`config.mk`:
```
export PLATFORM = sky130hd
export DESIGN_NAME = seq_div
export DESIGN_NICKNAME = d
export VERILOG_FILES = /design/src/rtl/seq_div_pkg.sv /design/src/rtl/div_step.sv /design/src/rtl/seq_div.sv
export SDC_FILE = /design/constraint.sdc
export NUM_CORES = 1
export LEC_CHECK = 0
export CAP_MARGIN = 40
export CORE_MARGIN = 3
export CORE_UTILIZATION = 40
export DETAILED_ROUTE_END_ITERATION = 7
export PLACE_DENSITY = 0.7
export SYNTH_ARGS = -nofsm -noshare
export SYNTH_HDL_FRONTEND = slang
export SYNTH_SLANG_ARGS = --single-unit
```
`constraint.sdc`:
```
create_clock -name clk -period 7.4 [get_ports clk]
set_input_delay 1.11 -clock clk [delete_from_list [all_inputs] [get_ports clk]]
set_output_delay 1.11 -clock clk [all_outputs]
set_load 0.01 [all_outputs]
```
`src/rtl/seq_div_pkg.sv`:
```
// Shared types and constants for the sequential restoring divider.
package seq_div_pkg;

    localparam int DEFAULT_WIDTH = 32;
    localparam int DIV_LATENCY   = 33;

    typedef enum logic [1:0] {
        IDLE,
        RUN,
        SIGN
    } state_e;

endpackage

```
`src/rtl/div_step.sv`:
```
// One combinational restoring-division iteration: shift in the next dividend bit and
// subtract the divisor when that leaves a non-negative partial remainder.
module div_step #(
    parameter int WIDTH = 32
) (
    input  logic [WIDTH-1:0] rem_i,
    input  logic [WIDTH-1:0] div_i,
    input  logic             bit_i,
    output logic [WIDTH-1:0] rem_o,
    output logic             qbit_o
);

    logic [WIDTH:0] shifted;
    logic [WIDTH:0] diff;

    // A set top bit means the shifted remainder already exceeds any WIDTH-bit divisor;
    // otherwise bit WIDTH of the difference is the borrow.
    always_comb begin
        shifted = {rem_i, bit_i};
        diff    = shifted - {1'b0, div_i};
        qbit_o  = shifted[WIDTH] | ~diff[WIDTH];
        rem_o   = qbit_o ? diff[WIDTH-1:0] : shifted[WIDTH-1:0];
    end

endmodule

```
`src/rtl/seq_div.sv`:
```
// Fixed-latency signed/unsigned sequential divider: one restoring step per cycle,
// sign fix-up in a final cycle, results held until the next completion.
module seq_div
    import seq_div_pkg::*;
#(
    parameter int WIDTH = DEFAULT_WIDTH
) (
    input  logic             clk,
    input  logic             reset,
    input  logic             start,
    input  logic             sign,
    input  logic [WIDTH-1:0] a,
    input  logic [WIDTH-1:0] b,
    output logic             busy,
    output logic             done,
    output logic [WIDTH-1:0] q,
    output logic [WIDTH-1:0] r,
    output logic             dz
);

    localparam int CNT_W = (WIDTH > 1) ? $clog2(WIDTH) : 1;

    state_e             state_q, state_d;
    logic [CNT_W-1:0]   count_q, count_d;
    logic [WIDTH-1:0]   dvd_q, dvd_d;
    logic [WIDTH-1:0]   acc_q, acc_d;
    logic [WIDTH-1:0]   dsr_q, dsr_d;
    logic               negQ_q, negQ_d;
    logic               negR_q, negR_d;
    logic               divZero_q, divZero_d;
    logic [WIDTH-1:0]   quot_q, quot_d;
    logic [WIDTH-1:0]   remOut_q, remOut_d;
    logic               dz_q, dz_d;
    logic               done_q, done_d;

    logic [WIDTH-1:0]   stepRem;
    logic               stepQbit;

    div_step #(.WIDTH(WIDTH)) u_step (
        .rem_i  (acc_q),
        .div_i  (dsr_q),
        .bit_i  (dvd_q[WIDTH-1]),
        .rem_o  (stepRem),
        .qbit_o (stepQbit)
    );

    always_ff @(posedge clk or posedge reset) begin
        if (reset) begin
            state_q   <= IDLE;
            count_q   <= '0;
            dvd_q     <= '0;
            acc_q     <= '0;
            dsr_q     <= '0;
            negQ_q    <= 1'b0;
            negR_q    <= 1'b0;
            divZero_q <= 1'b0;
            quot_q    <= '0;
            remOut_q  <= '0;
            dz_q      <= 1'b0;
            done_q    <= 1'b0;
        end else begin
            state_q   <= state_d;
            count_q   <= count_d;
            dvd_q     <= dvd_d;
            acc_q     <= acc_d;
            dsr_q     <= dsr_d;
            negQ_q    <= negQ_d;
            negR_q    <= negR_d;
            divZero_q <= divZero_d;
            quot_q    <= quot_d;
            remOut_q  <= remOut_d;
            dz_q      <= dz_d;
            done_q    <= done_d;
        end
    end

    // The dividend register doubles as the quotient: bits leave at the top while
    // quotient bits enter at the bottom, so after WIDTH steps it holds |q|.
    always_comb begin
        state_d   = state_q;
        count_d   = count_q;
        dvd_d     = dvd_q;
        acc_d     = acc_q;
        dsr_d     = dsr_q;
        negQ_d    = negQ_q;
        negR_d    = negR_q;
        divZero_d = divZero_q;
        quot_d    = quot_q;
        remOut_d  = remOut_q;
        dz_d      = dz_q;
        done_d    = 1'b0;

        case (state_q)
            IDLE: begin
                if (start) begin
                    dvd_d     = (sign && a[WIDTH-1]) ? -a : a;
                    dsr_d     = (sign && b[WIDTH-1]) ? -b : b;
                    negQ_d    = sign && (a[WIDTH-1] != b[WIDTH-1]);
                    negR_d    = sign && a[WIDTH-1];
                    divZero_d = (b == '0);
                    acc_d     = '0;
                    count_d   = '0;
                    state_d   = RUN;
                end
            end
            RUN: begin
                dvd_d   = {dvd_q[WIDTH-2:0], stepQbit};
                acc_d   = stepRem;
                count_d = count_q + 1'b1;
                if (count_q == CNT_W'(WIDTH - 1)) begin
                    state_d = SIGN;
                end
            end
            SIGN: begin
                // With a zero divisor the sign-corrected remainder is already a, but the quotient must be forced.
                if (divZero_q) begin
                    quot_d = '1;
                end else begin
                    quot_d = negQ_q ? -dvd_q : dvd_q;
                end
                remOut_d = negR_q ? -acc_q : acc_q;
                dz_d     = divZero_q;
                done_d   = 1'b1;
                state_d  = IDLE;
            end
            default: begin
                state_d = IDLE;
            end
        endcase
    end

    assign busy = (state_q != IDLE);
    assign done = done_q;
    assign q    = quot_q;
    assign r    = remOut_q;
    assign dz   = dz_q;

endmodule
```
==> out/summary.txt, run 1 <==
Synth Net Count -> 1406
Layout Skew -> 12.1 ps
Tot GR Track Use -> 19.1%
Clock Latency Late Sink -> 440 ps
DRC -> 0
Detailed Place HPWL -> 21100 um
Largest net degree at the start of global routing -> 91
Clock sink count -> 172
Crit path DAT -> 4050 ps
Mapped Area -> 10900 um2
Vias in the first global route -> 9139
CP Launch Point -> a[4]
Grt total ovfl -> 0
Gpl congestion -> 0.964
CTS clk-pin slew, worst paths -> 70 ps
Slew Viols, Final -> 0
# hold bufs at CTS -> 0
Critical path type -> in -> reg
Drt initial violations -> 683
Sequential area share after synthesis -> 39.3%
Synth area leaders -> dfrtp_1 (39%), o21ai_0 (8.2%), xor2_1 (7.3%)
Postcts setup bufs -> 0
Pre-antenna DRT Iters -> 5
Layout cells sized above 1 -> 5.20%
CP bufs+invs -> 1
Die area -> 29400 um2
Final setup vio count -> 0
PD cells -> 448 nW/um2
Worst slack at placement -> 3370 ps
WL/cell -> 16.0 um
Warnings from Yosys -> 0
RSZ-0062 raised after global routing -> false
CP required -> 7680 ps
Rows -> 59
CTS tree -> yes
Status -> complete, no violations
Yosys top cell by area -> dfrtp_1
Synth unique cells -> 66
Hold_sp -> r[18]$_DFFE_PP0P_
Peak VDD IR -> 0.261 mV
Cell Chain, Critical Path -> clkdlybuf4s50_1, or3_1, nor3b_1, a21oi_1, nor2_1, o21ai_0, a21oi_1, xor2_1, o21ai_0
H-tree depth -> 4
Synth top area share -> 39.3%
Syn Inst Count -> 1299
CTS buffer count -> 17
WL final -> 27900 um
Worst Setup End Kind -> register
CP max FO -> 5
Max-Slew Margin vs Limit -> 43.0%
Fmax -> 0.265 GHz
Final #Nets -> 1500
Antenna violations before repair -> 0
Die width -> 171 um
Critical path launch point type -> primary input
Leak Pwr -> 5.50 nW
Vias -> 9490
Chip height -> 171 um
Area Growth Syn to Fin -> 20.2%
Tmin final -> 3770 ps
Worst slew pin tran -> 855 ps
Antenna Violating Nets Remaining -> 0
PnR worst setup slack -> 3630 ps
Root Driver -> clkbuf_16
Post-synth ARST share -> 100%
Crit-path leading delay family -> simple AND/OR/NAND/NOR gates
Final period util -> 51.0%
Main synth FF type -> dfrtp_1
Syn_area_per_cell -> 8.43 um2
CP max stage delay -> 720 ps
Clk buf depth -> 2
Vias per inst -> 5.45
Final Util -> 49.7%
# IOs -> 135
Starting Density -> 41.3%
R2r startpoint -> acc_q[3]$_DFFE_PP0P_
Setup TNS Final -> 0 ps
Slowest cell on crit path -> nor3b_1
Core area -> 26500 um2
Number of synthesized flops with an enable pin -> 0
Fin. Hold Viols -> 0
Max cap viols -> 0
Hold Slack -> 475 ps
Min-delay worst type -> reg -> reg
Port buffer count -> 134
Seq cells post-synth -> 172
# resized after CTS -> 0
Global-route wire length before repair -> 46200 um
[final timing paths]
kind / cells past startpoint / slack (ps) / to
max reg2reg: 10 / 3750 / acc_q[22]$_DFFE_PP0P_
min in group asynchronous: 2 / 1120 / q[16]$_DFFE_PP0P_
min: 2 / 480 / r[18]$_DFFE_PP0P_
max in group asynchronous: 3 / 5100 / dsr_q[16]$_DFFE_PP0P_
min reg2reg: 2 / 480 / r[18]$_DFFE_PP0P_
max: 9 / 3630 / dvd_q[24]$_DFFE_PP0P_
[cell type report]
type                    instances  area, um2
fillers                      2504      13300
multi-input cells            1003       6170
flip-flops and latches        172       4300
repair buffers                146       1500
clock buffers                  17        425
well taps                     335        419
inverters                      53        204
clock inverters                14        135
diodes                          1       2.50
[power breakdown]
group          internal, mW  total (mW)  switching (mW)
Sequential             1.30        1.75           0.452
Combinational          1.43        3.27            1.84
Clock                 0.469       0.870           0.400
Total                  3.20        5.89            2.69
[tightest hold or removal path, stage by stage, from the launching register on]
cell	delay [ps]
dfrtp_1	340
nand2_1	50
o21ai_0	60
[kinds of logic (layout without fill, tap and decap cells)]
group / count (synthesis) / in the layout / share of synthesized area [%]
muxes: 7 / 7 / 0.640
adders and majority gates: 39 / 39 / 4.53
DFF: 172 / 172 / 39.3
xor gates and xnor gates: 146 / 146 / 11.7
other: 0 / 1 / 0
buffers and inverters: 124 / 230 / 4.54
and+or+nand+nor: 395 / 395 / 17.0
AOI/OAI and AO/OA: 416 / 416 / 22.3
[through the flow]
| step | area, um2 | std cells | power [mW] |
|---|---|---|---|
| floorplan | 10900 | 1299 | 4.19 |
| detailed placement | 12600 | 1709 | 5.00 |
| global placement | 12500 | 1705 | 4.90 |
| finish | 13200 | 1741 | 5.89 |
| CTS | 13200 | 1740 | 5.90 |
| global route | 13200 | 1740 | 6.45 |
[sequential cells by signal (all words and copies together) (netlist names), 2 cells and up]
signal / count
acc_q: 32
r: 32
q: 32
dvd_q: 32
state_q: 2
count_q: 5
dsr_q: 32
[routing by layer]
| layer | routed length, um | global-route usage, % | share of wire (%) | up-vias |
|---|---|---|---|---|
| li1 | - | - | - | 4788 |
| met1 | 13800 | 28.4 | 49 | 4445 |
| met2 | 12400 | 29.4 | 45 | 235 |
| met3 | 1410 | 2.80 | 5.0 | 22 |
| met4 | 266 | 4.23 | 0.95 | 0 |
| met5 | 0 | 0 | 0 | - |
[Yosys cell counts (10+ instances only)]
cell type / number
a21oi_1: 105
a22oi_1: 31
a31oi_1: 10
clkbuf_1: 57
dfrtp_1: 172
ha_1: 38
inv_1: 52
nand2_1: 153
nand2b_1: 14
nand3_1: 43
nor2_1: 91
nor3_1: 14
nor4_1: 12
o211ai_1: 10
o21ai_0: 180
o31ai_1: 24
o41ai_1: 15
or3_1: 13
xnor2_1: 55
xor2_1: 91
[cells in the final DEF, fill, tap and decap left out, types with 6 or more instances in the layout]
master             n
a21o_1             7
a21oi_1          105
a22oi_1           31
a31oi_1           10
and2_1             8
buf_4              8
clkbuf_16         17
clkdlybuf4s50_1  134
dfrtp_1          172
ha_1              38
inv_1             51
mux2i_1            7
nand2_1          152
nand2b_1          13
nand3_1           43
nand4_1            8
nor2_1            89
nor2b_1            6
nor3_1            14
nor4_1            12
o211ai_1          10
o21a_1             7
o21ai_0          180
o31ai_1           24
o41ai_1           15
or2_2              7
or3_1             13
or4_1              6
xnor2_1           55
xor2_1            91
Power figures use the tool's default switching activity.
==> run 2, diff against run 1 <==
- PLACE_DENSITY: 0.7 -> 0.72
- clock period: 7.4 -> 3.05 ns (I/O delays scaled with it)
==> out/summary.txt, run 2 (same netlist as run 1, synthesis figures left out) <==
CTS buffer count -> 17 (unchanged)
P_int -> 9.14 mW (+190%)
Ant diodes -> 0 (-1)
Post-route cell area -> 14100 um2 (+7.1%)
Finished Layout Cells -> 1839 (+5.6%)
Die area -> 29400 um2 (unchanged)
PD cells -> 1170 nW/um2 (+160%)
Slew Viols, Final -> 0 (unchanged)
R2r startpoint -> dsr_q[0]$_DFFE_PP0P_
DP Area -> 13300 um2 (+5.6%)
Flop pwr share -> 24.4% (-5.3 points)
Largest net degree at the start of global routing -> 108 (+19%)
Chip height -> 171 um (unchanged)
Starting Density -> 41.3% (unchanged)
Net Switching -> 7.32 mW (+170%)
Pre-antenna DRT Iters -> 5 (unchanged)
Worst slew pin tran -> 729 ps (-126 ps)
Grt total ovfl -> 0 (unchanged)
CTS tree -> yes
Rows -> 59 (unchanged)
Sw Ratio -> 44.5% (-1.2 points)
Status -> complete, no violations
Worst r2r path cells -> 15 (+5)
Global-route wire length before repair -> 48300 um (+4.6%)
Root Driver -> clkbuf_16
Layout cells sized above 1 -> 12.7% (+7.5 points)
Vias -> 9913 (+4.5%)
WL final -> 29800 um (+6.8%)
Leak Pwr -> 6.01 nW (+9.2%)
Core area -> 26500 um2 (unchanged)
CP Launch Point -> dsr_q[0]$_DFFE_PP0P_
PnR worst setup slack -> 65.8 ps (-3560 ps)
Gpl congestion -> 0.886 (-8.2%)
Clock Power Share -> 13.0% (-1.8 points)
Clock sink count -> 172 (unchanged)
WL/cell -> 16.2 um (+1.1%)
Final #Nets -> 1599 (+6.6%)
Clock Latency Late Sink -> 430 ps (about the same)
Detailed Place HPWL -> 22300 um (+5.7%)
Vias per inst -> 5.39 (-1.1%)
Most common cell after layout, fill and taps aside -> o21ai_0
Area Growth Syn to Fin -> 28.8%
Antenna Violating Nets Remaining -> 0 (unchanged)
Peak VDD IR -> 0.718 mV (+180%)
Crit path to -> acc_q[15]$_DFFE_PP0P_
Worst Setup End Kind -> register
Max-Slew Margin vs Limit -> 51.4% (+8.4 points)
Tmin final -> 2980 ps
Flop2flop setup slack -> 70 ps (-3680 ps)
Tot GR Track Use -> 20.1% (+1.0 points)
Min-delay worst type -> reg -> reg
CP required -> 3400 ps (-4280 ps)
Worst slack at placement -> -88.0 ps (-3460 ps)
Layout Skew -> 11.1 ps (-1.01 ps)
Reg-to-reg endpoint -> acc_q[15]$_DFFE_PP0P_
Port buffer count -> 134 (unchanged)
DRC -> 0 (unchanged)
Placed Cells -> 1803 (+5.5%)
H-tree depth -> 4 (unchanged)
# IOs -> 135 (unchanged)
Antenna violations before repair -> 0 (unchanged)
Die width -> 171 um (unchanged)
Crit path DAT -> 3330 ps (-720 ps)
Fmax -> 0.335 GHz
Vias in the first global route -> 9612 (+5.2%)
Final period util -> 97.8%
Commonest non-fill, non-tap cells in the layout -> o21ai_0 (174), dfrtp_1 (171), nand2_1 (152)
Max cap viols -> 0 (unchanged)
Critical path type -> reg -> reg
Fin. Hold Viols -> 0 (unchanged)
Drt initial violations -> 717 (+5.0%)
Gate power share -> 62.7% (+7.2 points)
CP max FO -> 6 (+1)
Clk buf depth -> 2 (unchanged)
CTS clk-pin slew, worst paths -> 70 ps (about the same)
Critical path launch point type -> register
Final setup vio count -> 0 (unchanged)
RSZ-0062 raised after global routing -> true
==> run 2: what timing repair did <==
item,4_1_cts,5_1_grt
cloned,0,2
setup endpoints to repair,18,33
pin swaps,1,11
buffers inserted,0,5
resized for setup,5,33
hold buffers,0,0
==> run 2: final cells by class <==
type / instances / area (um2)
timing repair buffer: 245 / 2300
fill: 2410 / 12400
inverter: 53 / 203
sequential: 172 / 4310
clock inverter: 11 / 108
tap: 335 / 419
clock buffer: 20 / 457
multi-input combinational: 1003 / 6300
==> run 2: stage by stage <==
stage          total power, mW  hold WS [ps]  setup TNS [ps]  utilization (%)
6_report                  16.5           476               0             53.2
3_3_place_gp              13.1           455           -67.2             50.1
3_5_place_dp              13.4           465            -441             50.2
4_1_cts                   15.6           480               0             52.4
5_1_grt                   17.8           506           -83.0             53.2
2_1_floorplan             10.2           449               0                -
==> run 2: worst min-delay path by stage <==
stage | startpoint | end | slack, ps | depth (start not counted)
finish | q[0]$_DFFE_PP0P_ | q[0]$_DFFE_PP0P_ | 480 | 2
global route | q[24]$_DFFE_PP0P_ | q[24]$_DFFE_PP0P_ | 510 | 2
CTS | q[0]$_DFFE_PP0P_ | q[0]$_DFFE_PP0P_ | 480 | 2
detailed placement | q[0]$_DFFE_PP0P_ | q[0]$_DFFE_PP0P_ | 460 | 2
global placement | q[0]$_DFFE_PP0P_ | q[0]$_DFFE_PP0P_ | 460 | 2
floorplan | count_q[3]$_DFFE_PP0P_ | count_q[3]$_DFFE_PP0P_ | 450 | 1
==> run 2: per-layer routing <==
| metal | vias to the layer above | track usage [%] | wire length (um) |
|---|---|---|---|
| met4 | 0 | 5.84 | 518 |
| met1 | 4681 | 30.1 | 14700 |
| met5 | - | 0 | 0 |
| li1 | 4981 | - | - |
| met3 | 35 | 2.76 | 1420 |
| met2 | 216 | 30.3 | 13100 |
==> run 2: power groups by stage <==
stage	combinational, mW	sequential [mW]	clock [mW]
finish	10.3	4.01	2.13
global route	11.5	4.13	2.25
CTS	9.47	3.99	2.17
detailed placement	9.39	4.02	0
global placement	9.10	4.01	0
floorplan	6.26	3.90	0
==> run 2: critical path, cell delays in order, from the launching register on <==
cell and delay [ps]:
dfrtp_1 450, ha_4 200, fa_2 420, nor2b_4 180, o2111ai_4 170, a31oi_4 240
o31ai_2 70, buf_4 160, a31oi_4 190, o21ai_4 90, buf_12 150, buf_12 130
buf_4 140, nor2_2 120, a21oi_2 40, o21ai_0 130
==> run 3, diff against run 2 <==
- DONT_BUFFER_PORTS: default -> 1
- PLACE_DENSITY: 0.72 -> 0.65
- SLEW_MARGIN: default -> 10
==> out/summary.txt, run 3 (same netlist as run 1, synthesis figures left out) <==
# IOs -> 135 (unchanged)
Status -> complete, no violations
Antenna Violating Nets Remaining -> 0 (unchanged)
Min-delay worst type -> in -> reg
Antenna violations before repair -> 0 (unchanged)
Root Driver -> clkbuf_16
Global-route wire length before repair -> 47700 um (-1.3%)
Worst r2r path cells -> 10 (-5)
Final Power -> 15.3 mW (-7.3%)
Crit path DAT -> 3210 ps (-120 ps)
Commonest non-fill, non-tap cells in the layout -> o21ai_0 (179), dfrtp_1 (172), nand2_1 (152)
Crit path to -> acc_q[31]$_DFFE_PP0P_
Area Growth Syn to Fin -> 13.1%
Worst slew pin tran -> 667 ps (-62.6 ps)
Worst Setup End Kind -> register
Fillers -> 2516 (+4.4%)
Fin. Hold Viols -> 0 (unchanged)
Port buffer count -> 0 (-100%)
Max cap viols -> 0 (unchanged)
Post-route cell area -> 12400 um2 (-12%)
Tot GR Track Use -> 20.2% (+0.052 points)
Net Switching -> 6.87 mW (-6.1%)
Final #Nets -> 1431 (-11%)
RSZ-0062 raised after global routing -> true
Tmin final -> 2890 ps (-93.7 ps)
Gpl congestion -> 0.932 (+5.3%)
P_int -> 8.38 mW (-8.3%)
Rows -> 59 (unchanged)
CP Launch Point -> acc_q[11]$_DFFE_PP0P_
Grt total ovfl -> 0 (unchanged)
Leak Pwr -> 5.32 nW (-12%)
Hold_sp -> b[31]
Fmax -> 0.346 GHz (+3.2%)
DRC -> 0 (unchanged)
Final period util -> 94.8% (-3.1 points)
Critical path launch point type -> register
Die width -> 171 um (unchanged)
Most common cell after layout, fill and taps aside -> o21ai_0
Vias per inst -> 5.54 (+2.7%)
Reg-to-reg endpoint -> acc_q[31]$_DFFE_PP0P_
Largest net degree at the start of global routing -> 85 (-21%)
Layout Skew -> 9.99 ps (-1.11 ps)
CP max FO -> 2 (-4)
Peak VDD IR -> 0.672 mV (-6.4%)
Clock Power Share -> 15.0% (+2.0 points)
Hold Slack -> 122 ps (-354 ps)
FF/Latch Area -> 4300 um2 (about the same)
Flop2flop setup slack -> 160 ps (+90 ps)
Sw Ratio -> 45.1% (+0.58 points)
Vias -> 9249 (-6.7%)
Area of the multi-input gates -> 6210 um2 (-1.5%)
Setup TNS Final -> 0 ps (unchanged)
Max-Slew Margin vs Limit -> 55.1% (+3.8 points)
Starting Density -> 41.3% (unchanged)
WL final -> 29500 um (-0.70%)
Die area -> 29400 um2 (unchanged)
Critical path type -> reg -> reg
Ant diodes -> 0 (unchanged)
CTS buffer count -> 17 (unchanged)
Clock sink count -> 172 (unchanged)
Pre-antenna DRT Iters -> 5 (unchanged)
Detailed Place HPWL -> 22400 um (+0.33%)
Clk buf depth -> 2 (unchanged)
Layout cells sized above 1 -> 10.6% (-2.1 points)
Vias in the first global route -> 8885 (-7.6%)
H-tree depth -> 4 (unchanged)
R2r startpoint -> acc_q[11]$_DFFE_PP0P_
Flop pwr share -> 26.5% (+2.1 points)
Chip height -> 171 um (unchanged)
CTS clk-pin slew, worst paths -> 70 ps (about the same)
PD cells -> 1230 nW/um2 (+5.4%)
Final setup vio count -> 0 (unchanged)
Drt initial violations -> 705 (-1.7%)
Clock Latency Late Sink -> 430 ps (about the same)
Core area -> 26500 um2 (unchanged)
WL/cell -> 17.7 um (+9.4%)
Slew Viols, Final -> 0 (unchanged)
Gate power share -> 58.5% (-4.2 points)
CTS tree -> yes
DP Area -> 11700 um2 (-12%)
CP required -> 3370 ps (-30 ps)
## run 3: what timing repair did
item                       CTS  global route
setup buffers                1             0
hold buffers                 1             0
setup endpoints to repair    5            33
resized for setup            0             9
hold endpoints to repair    16             0
pin swaps                    1             1
## run 3: worst min path at each step
stage                                   to  slack [ps]  cells after the start
global placement         q[18]$_DFFE_PP0P_         450                      1
floorplan           count_q[3]$_DFFE_PP0P_         450                      1
CTS                  divZero_q$_DFFE_PP0P_         110                      1
detailed placement       q[19]$_DFFE_PP0P_         450                      1
global route         divZero_q$_DFFE_PP0P_         120                      1
finish               divZero_q$_DFFE_PP0P_         120                      1
## run 3: layout make-up
type                            instances  share of cell area (%)
Sequential cell                       172                    34.7
Multi-Input combinational cell       1003                    50.1
Clock buffer                           21                    3.80
Clock inverter                          9                    1.09
Timing Repair Buffer                   77                    5.21
Inverter                               53                    1.64
Tap cell                              335                    3.38
## run 3: routing by layer
metal / GRT usage, % / share of wire [%]
met5: 0 / 0
met3: 5.63 / 8.5
met2: 29.1 / 42
met4: 5.14 / 1.7
met1: 29.7 / 48
## run 3: worst max-delay path, stage by stage (launching register included)
cell	delay, ps
dfrtp_1	420
ha_1	320
nand4_1	140
a211oi_1	330
o211ai_1	190
a2111oi_1	490
a211oi_1	120
o41ai_1	350
xnor2_1	160
o21ai_0	80
a22o_1	180
## run 3: metrics by stage
stage               utilization, %  setup slack [ps]  std cells
floorplan                        -               269       1299
global placement              44.1               104       1636
detailed placement            44.2             -34.0       1638
CTS                           46.6              33.6       1670
global route                  46.7             -45.7       1670
finish                        46.7               160       1670
## run 3: power by group through the flow
stage | Combinational, mW | Clock (mW) | Sequential (mW)
after floorplan | 6.26 | 0 | 3.90
after global routing | 10.0 | 2.42 | 4.17
after CTS | 8.80 | 2.32 | 4.04
after global placement | 8.54 | 0 | 4.03
final | 8.92 | 2.29 | 4.05
after detailed placement | 8.72 | 0 | 4.07
==> variant 1, RTL diff (flow settings as in run 3) <==
Take the reset off `dsr_q` and load it in a clocked block of its own.
--- a/src/rtl/seq_div.sv
+++ b/src/rtl/seq_div.sv
@@ -51,5 +51,4 @@
             dvd_q     <= '0;
             acc_q     <= '0;
-            dsr_q     <= '0;
             negQ_q    <= 1'b0;
             negR_q    <= 1'b0;
@@ -64,5 +63,4 @@
             dvd_q     <= dvd_d;
             acc_q     <= acc_d;
-            dsr_q     <= dsr_d;
             negQ_q    <= negQ_d;
             negR_q    <= negR_d;
@@ -73,4 +71,8 @@
             done_q    <= done_d;
         end
+    end
+
+    always_ff @(posedge clk) begin
+        dsr_q <= dsr_d;
     end
 
Behaviour: same outputs for any inputs over 10 cycles, from zero or initial values and one cycle with reset high; that may be too few to reach the edited logic, so the function may still have changed.
==> variant 1 against run 3 <==
Fmax is 1.4% lower. Worst setup slack worse by 0.042 ns. First-iteration DRC count is 6.1% lower. Power is 14% lower. Utilization hardly changed. Cell count is 5.6% lower. Hold slack better by 0.0027 ns. Global-route usage is 0.93 points lower. Wire length is 4.3% lower. Sequential power is 2% lower. Sequential cell count stayed put. Design area is 0.45% lower. Area after synthesis is 0.88% lower.
==> variant 1: results (changes against run 3) <==
Placed design
  • Final GP Congestion: 0.937 (+0.54%)
  • Count of buffers inserted at the top-level ports: 0 (unchanged)
  • DPL Wire Length: 21200 µm (-5.3%)
  • Post-placement worst setup slack: 0.00200 ns (+0.0360 ns)

Clock network
  • Total number of H-tree levels: 4 (unchanged)
  • Buffer levels on the longest clock path: 2 (unchanged)
  • Number of buffers created by CTS: 17 (unchanged)
  • Skew-Pair Late Insertion Delay: 0.43 ns (about the same)
  • Clock Root Buffer: sky130_fd_sc_hd__clkbuf_16
  • Register clock-pin slew on the reported worst setup and hold paths: 0.07 ns (about the same)

Yosys
  • Register area share after synthesis: 41.1% (+1.8 points)
  • Syn Nets: 1314 (-6.5%)
  • Synthesis warning total: 0 (unchanged)
  • Leading cell types by total area after synthesis: sky130_fd_sc_hd__dfrtp_1, sky130_fd_sc_hd__edfxtp_1, sky130_fd_sc_hd__xor2_1
  • Most common flop cell mapped by yosys: sky130_fd_sc_hd__dfrtp_1
  • Most frequent cells after synthesis: sky130_fd_sc_hd__nand2_1, sky130_fd_sc_hd__o21ai_0, sky130_fd_sc_hd__dfrtp_1
  • Number of synthesized flops with an enable pin: 32 (+32)
  • Proportion of synthesized flip-flops having asynchronous set or reset: 81.4% (-19 points)
  • Post-synthesis cell type count: 65 (-1.5%)

GRT
  • Met3 usage in global routing: 4.07% (-1.6 points)
  • Total GRT Usage: 19.2% (-0.93 points)
  • Number of antenna violations at the first check in global routing: 0 (unchanged)
  • Via count of the first global-routing pass: 8540 (-3.9%)
  • Met2 track demand over resource: 28.3% (-0.86 points)
  • Met1 Track Usage GR: 28.7% (-1.0 points)
  • Pin count of the biggest net entering global routing: 75 (-12%)
  • Wire length of the first global-routing pass: 45000 µm (-5.6%)

Routing
  • First drt pass iteration count: 6 (+1)
  • Vias after detailed routing: 8811 (-4.7%)
  • Top metal layer carrying routed signals: met4
  • Wire length on met2: 12200 µm (-0.90%)
  • Met1 Wirelength: 13900 µm (-2.1%)
  • 1st-iter DRT viols: 662 (-6.1%)
  • Routed wirelength normalized by instance count: 17.9 µm (+1.4%)
  • WL met3: 1760 µm (-30%)

Critical path
  • Critical-path maximum fanout: 9 (+7)
  • Cell family contributing the most delay on the critical path: compound AO/OA/AOI/OAI gates
  • Biggest cell delay along the critical path: 0.44 ns (-0.05 ns)
  • Slowest library cell on the worst path: sky130_fd_sc_hd__dfrtp_2

Power and ir drop
  • Int Pwr: 7.39 mW (-12%)
  • Maximum VDD drop: 447 µV (-33%)
  • Leak Pwr: 5.28 nW (-0.77%)
  • Net Sw Frac: 43.6% (-1.4 points)
  • Power share of the sequential group: 30.4% (+3.9 points)
  • Logic pwr share: 52.6% (-5.9 points)

STA
  • Relative max-transition margin: 46.3% (-8.9 points)
  • Setup Skew: 0.0103 ns (+0.000277 ns)
  • Final count of negative-setup-slack endpoints: 0 (unchanged)

Final layout
  • Number of antenna repair diodes: 0 (unchanged)
  • Proportion of layout cells with a drive suffix above 1: 10.4% (-0.18 points)
  • Number of fill cells in the layout: 2499 (-0.68%)

Worst hold path
  • Worst hold-check path type: in -> reg

Outcome
  • Result of the run: completed
[variant 1: changes by cell type in the layout (fill, tap and decap cells not counted), moves of 6 or more]
cell and change:
sky130_fd_sc_hd__dfrtp_1 -33, sky130_fd_sc_hd__a21oi_1 -32, sky130_fd_sc_hd__edfxtp_1 +32, sky130_fd_sc_hd__o21ai_0 -31
sky130_fd_sc_hd__nor2_1 -30, sky130_fd_sc_hd__mux2i_1 +22, sky130_fd_sc_hd__nand3_1 -21, sky130_fd_sc_hd__buf_4 -19
sky130_fd_sc_hd__o21ai_1 +8, sky130_fd_sc_hd__xnor2_1 -8, sky130_fd_sc_hd__xor2_1 +8, sky130_fd_sc_hd__nand2_1 +7
sky130_fd_sc_hd__a31oi_1 -6, sky130_fd_sc_hd__inv_8 +6
[variant 1: kinds of logic (layout without fill, tap and decap cells)]
family	count (synthesis)	in the layout	synth area share, %
DFF	172	172	41.1
buffers and inverters	109	144	3.91
AOI/OAI and AO/OA	361	361	20.4
adders and majority gates	39	39	4.57
xor gates and xnor gates	146	146	11.8
muxes	29	29	2.67
and+or+nand+nor	351	351	15.5
[variant 1: metrics by stage]
step / std cells / utilization [%] / instance area, µm² / hold slack, ns
2_1_floorplan: 1207 / - / 10900 / 0.449
3_3_place_gp: 1538 / 43.7 / 11500 / 0.478
3_5_place_dp: 1541 / 44.0 / 11600 / 0.318
4_1_cts: 1574 / 46.3 / 12200 / 0.113
5_1_grt: 1577 / 46.8 / 12300 / 0.107
6_report: 1577 / 46.8 / 12300 / 0.125
[variant 1: path summary, 6_finish.rpt]
check,endpoint,slack (ns),startpoint,cells after the start
setup / recovery,acc_q[29]$_DFFE_PP0P_,0.12,acc_q[10]$_DFFE_PP0P_,12
hold reg to reg,count_q[3]$_DFFE_PP0P_,0.49,count_q[3]$_DFFE_PP0P_,1
min in group asynchronous,dvd_q[19]$_DFFE_PP0P_,0.47,reset,2
setup reg to reg,acc_q[29]$_DFFE_PP0P_,0.12,acc_q[10]$_DFFE_PP0P_,12
hold / removal,dsr_q[0]$_DFFE_PP_,0.13,b[0],0
max in group asynchronous,acc_q[10]$_DFFE_PP0P_,1.76,reset,4
[variant 1: final cells by class]
class,count,area share [%]
Inverter,50,1.55
Timing Repair Buffer,62,4.91
Sequential cell,172,36.2
Multi-Input combinational cell,926,49.0
Tap cell,335,3.40
Clock inverter,15,1.44
Clock buffer,17,3.45
[variant 1: repair_timing]
action,CTS,global route
hold endpoints to repair,9,0
buffers inserted,0,1
resized for setup,1,17
hold buffers,1,0
endpoints found under the setup margin,14,36
cloned,0,2
pin swaps,0,1
==> variant 2, RTL diff (config.mk and constraints of run 3) <==
Without the edit above. The package constant `DEFAULT_WIDTH` goes from 32 to 16.
--- a/src/rtl/seq_div_pkg.sv
+++ b/src/rtl/seq_div_pkg.sv
@@ -2,5 +2,5 @@
 package seq_div_pkg;
 
-    localparam int DEFAULT_WIDTH = 32;
+    localparam int DEFAULT_WIDTH = 16;
     localparam int DIV_LATENCY   = 33;
 
Ports: changed (resized a, b, q and r); port bits go from 135 to 71. The function was not compared with the original's and may differ.
==> variant 2 against run 3 <==
Combinational power fell by 57%. Design area fell by 50%. Utilization fell by 2.2 points. Critical path type unchanged. Sequential cell count fell by 81. Global-route usage fell by 1.9 points. Worst setup slack improved by 0.17 ns. Count of clock-buffer cells in the layout fell by 10. Area after synthesis fell by 47%. Wire length fell by 52%. Power fell by 52%.
==> variant 2: results (changes against run 3) <==
Outcome
  • Result of the run: completed

Critical path
  • Slowest library cell on the worst path: sky130_fd_sc_hd__or4_4
  • Worst reg2reg path startpoint: dvd_q[15]$_DFFE_PP0P_
  • Critical-path maximum fanout: 9 (+7)
  • Biggest cell delay along the critical path: 0.57 ns (+0.08 ns)
  • Worst flop-to-flop path endpoint: acc_q[2]$_DFFE_PP0P_
  • Worst r2r path cells: 9 (-1)
  • Arrival time of data at the critical path endpoint: 2.94 ns (-0.27 ns)
  • Worst R2R Setup Slack: 0.33 ns (+0.17 ns)

STA
  • Setup Skew: 0.00633 ns (-0.00366 ns)
  • Worst hold-check slack: 0.0560 ns (-0.0664 ns)
  • Relative max-transition margin: 41.0% (-14 points)

Routing
  • Wire length on met2: 6200 µm (-50%)
  • WL met3: 742 µm (-70%)
  • Top metal layer carrying routed signals: met4
  • Via-per-instance ratio: 5.67 (+2.5%)
  • Met1 Wirelength: 6970 µm (-51%)
  • 1st-iter DRT viols: 463 (-34%)
  • First drt pass iteration count: 7 (+2)

GRT
  • Via count of the first global-routing pass: 4703 (-47%)
  • Pin count of the biggest net entering global routing: 57 (-33%)
  • Met2 track demand over resource: 27.5% (-1.7 points)
  • Met3 usage in global routing: 3.31% (-2.3 points)
  • Met1 Track Usage GR: 26.3% (-3.5 points)
  • Wire length of the first global-routing pass: 24000 µm (-50%)
  • Number of antenna violations at the first check in global routing: 0 (unchanged)
  • Total GRT Usage: 18.2% (-1.9 points)

Clock network
  • Skew-Pair Late Insertion Delay: 0.35 ns (-0.08 ns)
  • Number of buffers added for setup after CTS: 0 (-1)
  • Total number of H-tree levels: 3 (-1)
  • Number of buffers created by CTS: 9 (-8)
  • CTS resizes: 0 (unchanged)

Yosys
  • Leading cell types by total area after synthesis: sky130_fd_sc_hd__dfrtp_1, sky130_fd_sc_hd__o21ai_0, sky130_fd_sc_hd__nand2_1
  • Post-synthesis cell type count: 61 (-7.6%)
  • Register area share after synthesis: 39.4% (+0.088 points)
  • Most frequent cells after synthesis: sky130_fd_sc_hd__nand2_1, sky130_fd_sc_hd__dfrtp_1, sky130_fd_sc_hd__o21ai_0
  • Syn Nets: 725 (-48%)

Power and ir drop
  • Maximum VDD drop: 474 µV (-29%)
  • Leak Pwr: 2.67 nW (-50%)
  • Net Sw Frac: 45.7% (+0.67 points)

Final layout
  • Number of fill cells in the layout: 1358 (-46%)
  • Proportion of layout cells with a drive suffix above 1: 5.95% (-4.6 points)
  • Net count of the finished layout: 709 (-50%)
  • Number of cells in the finished layout apart from fillers: 835 (-50%)

Worst hold path
  • Worst hold-check path type: in -> async

Placed design
  • DP Cell Count: 820 (-50%)
  • DPL Wire Length: 10700 µm (-52%)
  • Final GP Congestion: 0.826 (-11%)
variant 2: cell count changes after synthesis, moves of 26 or more:
cell | before | now
sky130_fd_sc_hd__a21oi_1 | 105 | 34
sky130_fd_sc_hd__clkbuf_1 | 57 | 31
sky130_fd_sc_hd__dfrtp_1 | 172 | 91
sky130_fd_sc_hd__nand2_1 | 153 | 94
sky130_fd_sc_hd__nand3_1 | 43 | 16
sky130_fd_sc_hd__nor2_1 | 91 | 33
sky130_fd_sc_hd__o21ai_0 | 180 | 82
sky130_fd_sc_hd__xor2_1 | 91 | 37
variant 2: cells by family (layout without fill, tap and decap cells):
logic type,count (synthesis),count (layout),share of synthesized area (%)
muxes,3,3,0.520
DFF,91,91,39.4
xor gates and xnor gates,67,67,10.2
adders and majority gates,22,22,4.89
buffers and inverters,66,54,4.46
and+or+nand+nor,222,222,18.7
AOI/OAI and AO/OA,196,196,21.9
variant 2: layout make-up:
| cell class | instances | share of cell area [%] |
|---|---|---|
| Clock buffer | 11 | 3.73 |
| Clock inverter | 4 | 0.823 |
| Inverter | 29 | 1.77 |
| Multi-Input combinational cell | 510 | 52.1 |
| Sequential cell | 91 | 36.5 |
| Tap cell | 180 | 3.61 |
| Timing Repair Buffer | 10 | 1.41 |
variant 2: metrics by stage:
| stage | setup slack, ns | instance area [µm²] |
|---|---|---|
| after CTS | 0.322 | 6230 |
| after detailed placement | 0.357 | 5950 |
| final | 0.326 | 6230 |
| after global routing | 0.211 | 6230 |
| after global placement | 0.444 | 5950 |
| after floorplan | 0.229 | 5780 |
variant 2: worst max path at each step:
stage	slack (ns)	endpoint	cells past startpoint	start
after floorplan	0.23	acc_q[0]$_DFFE_PP0P_	1	reset
after global placement	0.44	acc_q[4]$_DFFE_PP0P_	9	dvd_q[15]$_DFFE_PP0P_
after detailed placement	0.36	acc_q[12]$_DFFE_PP0P_	9	dvd_q[15]$_DFFE_PP0P_
after CTS	0.32	acc_q[12]$_DFFE_PP0P_	9	dvd_q[15]$_DFFE_PP0P_
after global routing	0.21	acc_q[12]$_DFFE_PP0P_	9	dvd_q[15]$_DFFE_PP0P_
final	0.33	acc_q[2]$_DFFE_PP0P_	9	dvd_q[15]$_DFFE_PP0P_
variant 2: critical path, delay by kind of cell, from the launching register on:
family	cells	cell delay, ns
DFF	1	0.41
buffers and inverters	1	0.08
AOI/OAI and AO/OA	4	1.00
adders and majority gates	2	0.45
and+or+nand+nor	2	0.63
variant 2: power by group through the flow:
stage | registers (mW) | clock network, mW | logic (mW)
floorplan | 2.10 | 0 | 3.12
global placement | 2.32 | 0 | 3.75
detailed placement | 2.35 | 0 | 3.83
CTS | 2.32 | 1.13 | 3.87
global route | 2.41 | 1.18 | 4.35
finish | 2.32 | 1.11 | 3.87
